===== config.mk =====
export PLATFORM = sky130hd
export DESIGN_NAME = sram_fifo
export DESIGN_NICKNAME = d
export VERILOG_FILES = /design/src/rtl/sram_fifo_pkg.sv /design/src/rtl/sram_fifo_stage.sv /design/src/rtl/sram_fifo.sv
export SDC_FILE = /design/constraint.sdc
export NUM_CORES = 1
export LEC_CHECK = 0
export CORE_MARGIN = 2
export CORE_UTILIZATION = 30
export CTS_CLUSTER_SIZE = 25
export DETAILED_ROUTE_END_ITERATION = 16
export GPL_TIMING_DRIVEN = 0
export REMOVE_ABC_BUFFERS = 1
export SLEW_MARGIN = 20
export SYNTH_ARGS = -nofsm -noshare
export SYNTH_HDL_FRONTEND = slang
export SYNTH_SLANG_ARGS = --single-unit
export TNS_END_PERCENT = 5

===== constraint.sdc =====
create_clock -name clk -period 4.1 [get_ports clk]
set_clock_uncertainty 0.2 [all_clocks]
set_input_delay 1.025 -clock clk [delete_from_list [all_inputs] [get_ports clk]]
set_output_delay 1.025 -clock clk [all_outputs]
set_load 0.02 [all_outputs]

===== src/rtl/sram_fifo_pkg.sv =====
// sram_fifo shared definitions: staging depth and pointer wrap helper.
// Optional bypass path in sram_fifo is enabled with SRAM_FIFO_BYPASS_EN.
package sram_fifo_pkg;

    localparam int STAGE_N = 3;

    // Advance a pointer, wrapping from words_n-1 back to 0.
    function automatic int unsigned ptr_inc(
        input int unsigned ptr,
        input int unsigned words_n
    );
        return (ptr == words_n - 1) ? 0 : ptr + 1;
    endfunction

endpackage


===== src/rtl/sram_fifo_stage.sv =====
// sram_fifo_stage: 3-entry flop FIFO holding words read back from SRAM.
// Head is always entry 0, so the consumer sees a registered output.
module sram_fifo_stage
    import sram_fifo_pkg::*;
#(
    parameter int WORD_W = 32
) (
    input  logic              clk,
    input  logic              rst,
    input  logic              push,
    input  logic [WORD_W-1:0] push_data,
    input  logic              pop,
    output logic [1:0]        cnt,
    output logic [WORD_W-1:0] head,
    output logic              vld
);

    logic [WORD_W-1:0] mem [STAGE_N];
    logic [1:0]        cnt_q;
    logic              do_pop;
    logic [1:0]        wr_idx;

    // Pop shifts everything down, so a same-cycle push lands one slot lower.
    always_comb begin
        do_pop = pop & (cnt_q != 2'd0);
        wr_idx = do_pop ? cnt_q - 2'd1 : cnt_q;
    end

    // Shift-register storage with occupancy count.
    always_ff @(posedge clk) begin
        if (rst) begin
            cnt_q <= 2'd0;
            for (int i = 0; i < STAGE_N; i++) begin
                mem[i] <= '0;
            end
        end else begin
            if (do_pop) begin
                for (int i = 0; i < STAGE_N - 1; i++) begin
                    mem[i] <= mem[i+1];
                end
            end
            if (push) begin
                mem[wr_idx] <= push_data;
            end
            cnt_q <= cnt_q + {1'b0, push} - {1'b0, do_pop};
        end
    end

    assign cnt  = cnt_q;
    assign head = mem[0];
    assign vld  = (cnt_q != 2'd0);

    a_no_overflow: assert property (
        @(posedge clk) disable iff (rst)
        push |-> ((cnt_q != 2'(STAGE_N)) || do_pop)
    );

endmodule


===== src/rtl/sram_fifo.sv =====
// sram_fifo: valid/ready FIFO using a single-port SRAM as bulk storage.
// Define SRAM_FIFO_BYPASS_EN to let words skip the SRAM when it is empty.
module sram_fifo
    import sram_fifo_pkg::*;
#(
    parameter  int WORD_W  = 32,
    parameter  int WORDS_N = 256,
    localparam int ADDR_W  = $clog2(WORDS_N),
    localparam int OCC_W   = $clog2(WORDS_N + 4)
) (
    input  logic              clk,
    input  logic              rst,
    input  logic              push_vld,
    input  logic [WORD_W-1:0] push_data,
    output logic              push_rdy,
    output logic              pop_vld,
    output logic [WORD_W-1:0] pop_data,
    input  logic              pop_rdy,
    output logic              sram_ce,
    output logic [ADDR_W-1:0] sram_addr,
    output logic [WORD_W-1:0] sram_din,
    output logic              sram_rnw,
    input  logic [WORD_W-1:0] sram_dout,
    output logic [OCC_W-1:0]  occupancy
);

    logic [ADDR_W-1:0] wr_ptr;
    logic [ADDR_W-1:0] rd_ptr;
    logic [OCC_W-1:0]  sram_cnt;
    logic              rd_inflight;
    logic [1:0]        stage_cnt;
    logic              rd_sel;
    logic              wr_fire;
    logic              byp_ok;
    logic              byp_fire;
    logic              stage_push;
    logic              stage_pop;
    logic [WORD_W-1:0] stage_din;

    // Port arbitration: refill reads win over pushes into the SRAM.
    always_comb begin
        rd_sel = ~rst
               & (sram_cnt != '0)
               & (({1'b0, stage_cnt} + {2'b0, rd_inflight}) < 3'(STAGE_N));
        stage_pop = pop_vld & pop_rdy;
`ifdef SRAM_FIFO_BYPASS_EN
        byp_ok = ~rst
               & (sram_cnt == '0)
               & ~rd_inflight
               & ((stage_cnt != 2'(STAGE_N)) | stage_pop);
`else
        byp_ok = 1'b0;
`endif
        push_rdy   = ~rst
                   & (((sram_cnt != OCC_W'(WORDS_N)) & ~rd_sel) | byp_ok);
        byp_fire   = push_vld & byp_ok;
        wr_fire    = push_vld & push_rdy & ~byp_ok;
        stage_push = rd_inflight | byp_fire;
        stage_din  = rd_inflight ? sram_dout : push_data;
        sram_ce    = rd_sel | wr_fire;
        sram_rnw   = rd_sel;
        sram_addr  = rst ? '0 : (rd_sel ? rd_ptr : wr_ptr);
        sram_din   = rst ? '0 : push_data;
    end

    // Pointers, SRAM word count and the one-cycle read return flag.
    always_ff @(posedge clk) begin
        if (rst) begin
            wr_ptr      <= '0;
            rd_ptr      <= '0;
            sram_cnt    <= '0;
            rd_inflight <= 1'b0;
        end else begin
            rd_inflight <= rd_sel;
            if (wr_fire) begin
                wr_ptr <= ADDR_W'(ptr_inc(32'(wr_ptr), WORDS_N));
            end
            if (rd_sel) begin
                rd_ptr <= ADDR_W'(ptr_inc(32'(rd_ptr), WORDS_N));
            end
            if (wr_fire) begin
                sram_cnt <= sram_cnt + 1'b1;
            end else if (rd_sel) begin
                sram_cnt <= sram_cnt - 1'b1;
            end
        end
    end

    sram_fifo_stage #(
        .WORD_W(WORD_W)
    ) u_stage (
        .clk       (clk),
        .rst       (rst),
        .push      (stage_push),
        .push_data (stage_din),
        .pop       (stage_pop),
        .cnt       (stage_cnt),
        .head      (pop_data),
        .vld       (pop_vld)
    );

    assign occupancy = sram_cnt
                     + OCC_W'(rd_inflight)
                     + OCC_W'(stage_cnt);

    a_cnt_bound: assert property (
        @(posedge clk) disable iff (rst)
        sram_cnt <= OCC_W'(WORDS_N)
    );

    a_capture_src: assert property (
        @(posedge clk) disable iff (rst)
        (stage_push & ~byp_fire) |-> rd_inflight
    );

    a_no_rw_clash: assert property (
        @(posedge clk) disable iff (rst)
        !(rd_sel && wr_fire)
    );

endmodule


==> flow_metrics.tcl, run 1 <==
set metrics [dict create \
    preCtsSetupSlack_ps -444 \
    cpPeakStageDelay_ps 470 \
    status "finished clean" \
    drcViolationCount 0 \
    seqPwrFrac_pct 31.6 \
    yosys_register_bits 124 \
    die_area_um2 22600 \
    yosysTopAreaCell "edfxtp_1" \
    initial_core_util_pct 30.5 \
    grt_pass1_wl_um 26500 \
    synth_edf_count 96 \
    crit_type "in2out" \
    max_slew_margin_pct 49.0 \
    fmax_mhz 252 \
    p_sw_mw 2.28 \
    routed_wl_um 16600 \
    final_antenna_net_count 0 \
    via_count 5231 \
    async_flop_share_pct 0 \
    diodes 0 \
    finalWorstSetupSlack_ps 137 \
    nets 870 \
    power_frac_clock_pct 25.4 \
    design_area_um2 9150 \
    ios 153 \
    clkLatencyLatePin_ps 420 \
    grt_antenna_before_repair 0 \
    clock_sinks 124 \
    synth_area_um2 6410 \
    cp_cell_sequence "clkdlybuf4s50_1, nor2b_1, a2111oi_2, nor3_2, buf_4, dlygate4sd2_1" \
    root_buffer "clkbuf_16" \
    utilization_pct 43.5 \
    syn_inst 627 \
    drtIter0Drc 202 \
    grtUsageTotal_pct 15.1 \
    placed_area_um2 8390 \
    core_um2 21000 \
    path_clk_slew_ps 60 \
    cp.required_ps 2870 \
    ir_drop_v 0.000421 \
    multi_input_area_um2 2810 \
    synth_warnings 0 \
    swShare_pct 37.1 \
    finalCritPeriodShare_pct 96.7 \
    htree_levels 4 \
    crit_family "buffers and inverters" \
    maxSlewViolCount 0 \
    ys_seq_area_share_pct 53.7 \
    critPathBufInv 3 \
    synth_top_area_share_pct 45.0 \
    gp_congestion 0.817 \
    postCtsHoldBufs 0 \
    tightest_slew_ps 762 \
    overflow 0 \
    grt_pass1_vias 5079 \
    post_drt_wl_per_cell_um 15.5 \
    worstHoldPathType "reg2reg" \
    first_pass_iters 4 \
    hold_violations 0 \
    synth-main-ff-cell "edfxtp_1" \
    comb_power_share_pct 43.0 \
    drive_above_1_share_pct 9.55 \
    post-route-min-period_ps 3960 \
    ctsLongestPathBuffers 2 \
    crit_slowest_cell "clkdlybuf4s50_1" \
    p_leak_nw 3.47 \
    grt_max_degree 34 \
    startpoint_type "input pin" \
    synth.avg_cell_area_um2 10.2 \
    whs_path_depth 2 \
    synth_area_leaders "edfxtp_1 (45%), dfxtp_1 (8.7%), o21ai_0 (5.8%), nand3_1 (5.6%), mux2i_1 (5.5%)" \
    maxCapViolations 0 \
    end_kind "output port" \
    cts_tree "built" \
    seq_area_um2 3450 \
    cts_made_buffers 17 \
    power.density_nw_per_um2 671 \
    fp-row-count 53 \
    dp_hpwl_um 11100 \
    cp_max_fo 10 \
    die_h_um 150 \
    reg2reg_depth 12 \
    critPathArrivalTime_ps 2740 \
    rsz0062_at_grt "no" \
    syn_to_final_growth_pct 42.7 \
    path_depth 6 \
    internal-power_mw 3.86 \
    setup_viol 0 \
    ys_types 51 \
    nFillCells 2019 \
    die_w_um 150 \
    route.detailed.vias_per_inst 4.88 \
    io_buffer_count 152 \
]
## final cells by class
| class | count | area share [%] |
|---|---|---|
| well taps | 275 | 3.76 |
| clock buffers | 17 | 4.65 |
| clock inverters | 14 | 1.97 |
| flip-flops and latches | 124 | 37.7 |
| inverters | 15 | 0.684 |
| multi-input cells | 449 | 30.7 |
| repair buffers | 177 | 20.6 |
## power groups by stage
stage | Clock, mW | Sequential [mW] | Combinational [mW]
4_1_cts | 1.59 | 1.94 | 2.69
2_1_floorplan | 0 | 2.14 | 1.36
5_1_grt | 1.64 | 1.98 | 2.91
3_5_place_dp | 0 | 2.06 | 2.46
3_3_place_gp | 0 | 2.05 | 2.34
6_report | 1.56 | 1.94 | 2.64
## Yosys cell counts (13+ instances only)
cell      count
edfxtp_1     96
o21ai_0      74
nand3_1      72
nor2_1       62
nand2_1      44
nor2b_1      36
mux2i_1      35
dfxtp_1      28
clkbuf_1     27
a21oi_1      23
ha_1         15
inv_1        14
xnor2_1      13
## cell usage in the layout (no fill, tap or decap), types with 6 or more instances in the layout
cell	instances
clkdlybuf4s50_1	140
edfxtp_1	96
o21ai_0	74
nand3_1	72
nor2_1	61
nand2_1	40
nor2b_1	36
mux2i_1	35
dfxtp_1	27
a21oi_1	22
clkbuf_16	17
buf_4	17
ha_1	15
inv_1	13
xnor2_1	13
dlymetal6s2s_1	8
nor3_1	7
o211ai_1	7
xor2_1	6
inv_6	6
## state kept, by name, summed over array words and instances (netlist names)
| signal | cells |
|---|---|
| u_stage.cnt | 2 |
| u_stage.mem | 96 |
| sram_cnt | 9 |
| rd_inflight | 1 |
| wr_ptr | 8 |
| rd_ptr | 8 |
## cell families (layout without fill, tap and decap cells)
| logic type | after synthesis | after routing | share of synthesized area [%] |
|---|---|---|---|
| simple gates | 244 | 244 | 18.6 |
| fa+ha+maj | 18 | 18 | 3.86 |
| buf+inv | 55 | 223 | 3.40 |
| mux | 35 | 35 | 5.47 |
| compound gates | 132 | 133 | 12.3 |
| xor+xnor | 19 | 19 | 2.60 |
| flops | 124 | 124 | 53.7 |
## worst reg2reg max path, cell delays in order, from the launching register on
cell and delay, ps:
dfxtp_4 350, ha_1 190, ha_1 320, a21oi_4 270
a21oi_1 170, o21ai_2 540, inv_1 280, fa_1 470
nor2b_1 230, o2111ai_1 170, a31oi_1 340, a211o_1 150
nand3_1 70
## per-stage QoR
stage | std cells | TNS (ps) | hold slack, ps | power (mW)
after floorplan | 587 | -83450 | 260 | 3.49
after global placement | 1014 | -848110 | 283 | 4.39
after detailed placement | 1033 | -3940 | 289 | 4.52
after CTS | 1071 | -5.20 | 297 | 6.23
after global routing | 1071 | 0 | 336 | 6.53
final | 1071 | 0 | 297 | 6.14
## path summary, 6_finish.rpt
path	from	end	slack (ps)
worst min-delay path	rd_ptr[1]	rd_ptr[1]	300
worst max-delay path	push_vld	sram_ce	140
worst max register to register	rd_inflight	sram_cnt[8]	250
worst min register to register	rd_ptr[1]	rd_ptr[1]	300
## per-layer routing
| metal | routed length [µm] | GRT usage [%] | vias up |
|---|---|---|---|
| met5 | 0 | 0 | - |
| met4 | 172 | 4.25 | 0 |
| met3 | 741 | 3.73 | 14 |
| met2 | 8070 | 25.5 | 130 |
| met1 | 7600 | 19.3 | 2478 |
| li1 | - | - | 2609 |
## repair_timing
action / in CTS / in global routing
hold endpoints to repair: 0 / 0
cloned: 2 / 0
pin swaps: 1 / 1
setup buffers: 5 / 0
setup endpoints to repair: 23 / 8
gates resized for setup: 11 / 8
(Power assumes the default switching activity.)
==> run 2, diff against run 1 <==
CORE_MARGIN = not set   (was 2)
==> flow_metrics.tcl, run 2 (synthesis results as in run 1) <==
set metrics [dict create \
    reg2reg_depth 12 \
    crit_slowest_cell "clkdlybuf4s50_1" \
    ir_drop_v 0.000330 \
    largest_reg_flops 96 \
    post-route-min-period_ps 4060 \
    reg2reg_slack_ps 360 \
    critPathBufInv 2 \
    clkLatencyLatePin_ps 420 \
    ios 153 \
    max_slew_margin_pct 52.4 \
    path_depth 5 \
    first_pass_iters 4 \
    finalCritPeriodShare_pct 99.0 \
    grt_max_degree 36 \
    io_buffer_count 152 \
    syn_to_final_growth_pct 42.5 \
    status "finished clean" \
    nets 869 \
    post_drt_wl_per_cell_um 14.9 \
    fin_hold_ws_ps 303 \
    drcViolationCount 0 \
    crit_type "in2out" \
    path_clk_slew_ps 60 \
    end_kind "output port" \
    die_w_um 148 \
    final_antenna_net_count 0 \
    hold_violations 0 \
    fmax_mhz 246 \
    via_count 5156 \
    routed_wl_um 16000 \
    route.detailed.vias_per_inst 4.81 \
    root_buffer "clkbuf_16" \
    core_um2 21000 \
    largestRegisters "u_stage.mem x96, sram_cnt x9" \
    power.density_nw_per_um2 667 \
    cp.required_ps 2870 \
    ctsLongestPathBuffers 2 \
    cts_tree "built" \
    regMostFlops "u_stage.mem" \
    grtUsageTotal_pct 15.2 \
    drive_above_1_share_pct 9.67 \
    diodes 0 \
    gp_congestion 0.767 \
    initial_core_util_pct 30.6 \
    power_mw 6.09 \
    crit_family "buffers and inverters" \
    overflow 0 \
    utilization_pct 43.6 \
    grt_pass1_vias 4965 \
    dp_hpwl_um 11000 \
    fp-row-count 53 \
    maxSlewViolCount 0 \
    cp_max_fo 4 \
    critPathMostFrequentCell "clkdlybuf4s50_1" \
    worstHoldPathType "reg2reg" \
    grt_pass1_wl_um 25900 \
    clock_sinks 124 \
    layout_commonest_cell "clkdlybuf4s50_1" \
    cts_made_buffers 17 \
    htree_levels 4 \
    startpoint_type "input pin" \
    drtIter0Drc 147 \
    die_area_um2 22000 \
    layout_common_cells "clkdlybuf4s50_1 (142), edfxtp_1 (96), o21ai_0 (74)" \
    setup_viol 0 \
    cpPeakStageDelay_ps 670 \
    grt_antenna_before_repair 0 \
    cp_cell_sequence "clkdlybuf4s50_1, nor2b_1, a2111oi_2, nor3_2, clkdlybuf4s50_1" \
    whs_path_depth 2 \
    die_h_um 148 \
    rsz0062_at_grt "yes" \
    maxCapViolations 0 \
    p_leak_nw 3.47 \
    critPathArrivalTime_ps 2840 \
    tightest_slew_ps 712 \
]
==> run 2: changes by cell type in the layout (fill, tap and decap cells not counted), moves of 2 or more <==
cell,before,now
inv_6,6,4
buf_4,17,15
clkinv_4,2,4
buf_12,2,6
clkdlybuf4s50_1,140,142
dlygate4sd2_1,3,0
buf_16,5,2
==> run 2: layout make-up <==
class                      instances  area (µm²)
fill                            2039       11800
sequential                       124        3450
multi-input combinational        448        2780
timing repair buffer             177        1880
clock buffer                      17         425
tap                              275         344
clock inverter                    15         188
inverter                          15        62.6
==> run 2: final timing paths <==
kind / startpoint / end
worst min-delay path: rd_ptr[1] / rd_ptr[1]
worst max register to register: rd_inflight / sram_cnt[8]
worst max-delay path: push_vld / sram_ce
worst min register to register: rd_ptr[1] / rd_ptr[1]
==> run 2: per-stage QoR <==
| stage | cells | setup TNS [ps] | area [µm²] | setup WS, ps |
|---|---|---|---|---|
| final | 1071 | 0 | 9130 | 39.6 |
| after global routing | 1071 | -71.3 | 9130 | -71.3 |
| after CTS | 1071 | 0 | 9110 | 4.10 |
| after floorplan | 587 | -83450 | 6250 | -1250 |
| after global placement | 1014 | -829440 | 8110 | -5170 |
| after detailed placement | 1033 | -3980 | 8370 | -385 |
==> run 2: what timing repair did <==
item,in CTS,in global routing
cloned,1,0
pin swaps,1,0
resized for setup,7,10
hold buffers,0,0
endpoints found under the setup margin,21,12
hold endpoints to repair,0,0
setup buffers,5,0
==> run 2: worst register-to-register path, cell delays in order (launching register included) <==
cell       delay [ps]
dfxtp_4           350
ha_1              190
ha_1              320
a21oi_4           210
a21oi_1           150
o21ai_2           510
inv_1             250
fa_1              450
nor2b_1           230
o2111ai_1         180
a31oi_1           330
a211o_1           160
nand3_1            70
==> run 2: layer usage <==
layer / global-route usage (%) / wire length [µm]
met5: 0 / 0
met4: 4.90 / 213
met3: 3.47 / 719
met2: 25.6 / 7670
met1: 19.3 / 7390
==> run 2: power breakdown <==
part	internal (mW)	leakage, nW	switching, mW
combinational	1.13	1.94	1.47
sequential	1.77	1.24	0.176
clock	0.965	0.291	0.587
total	3.86	3.47	2.23
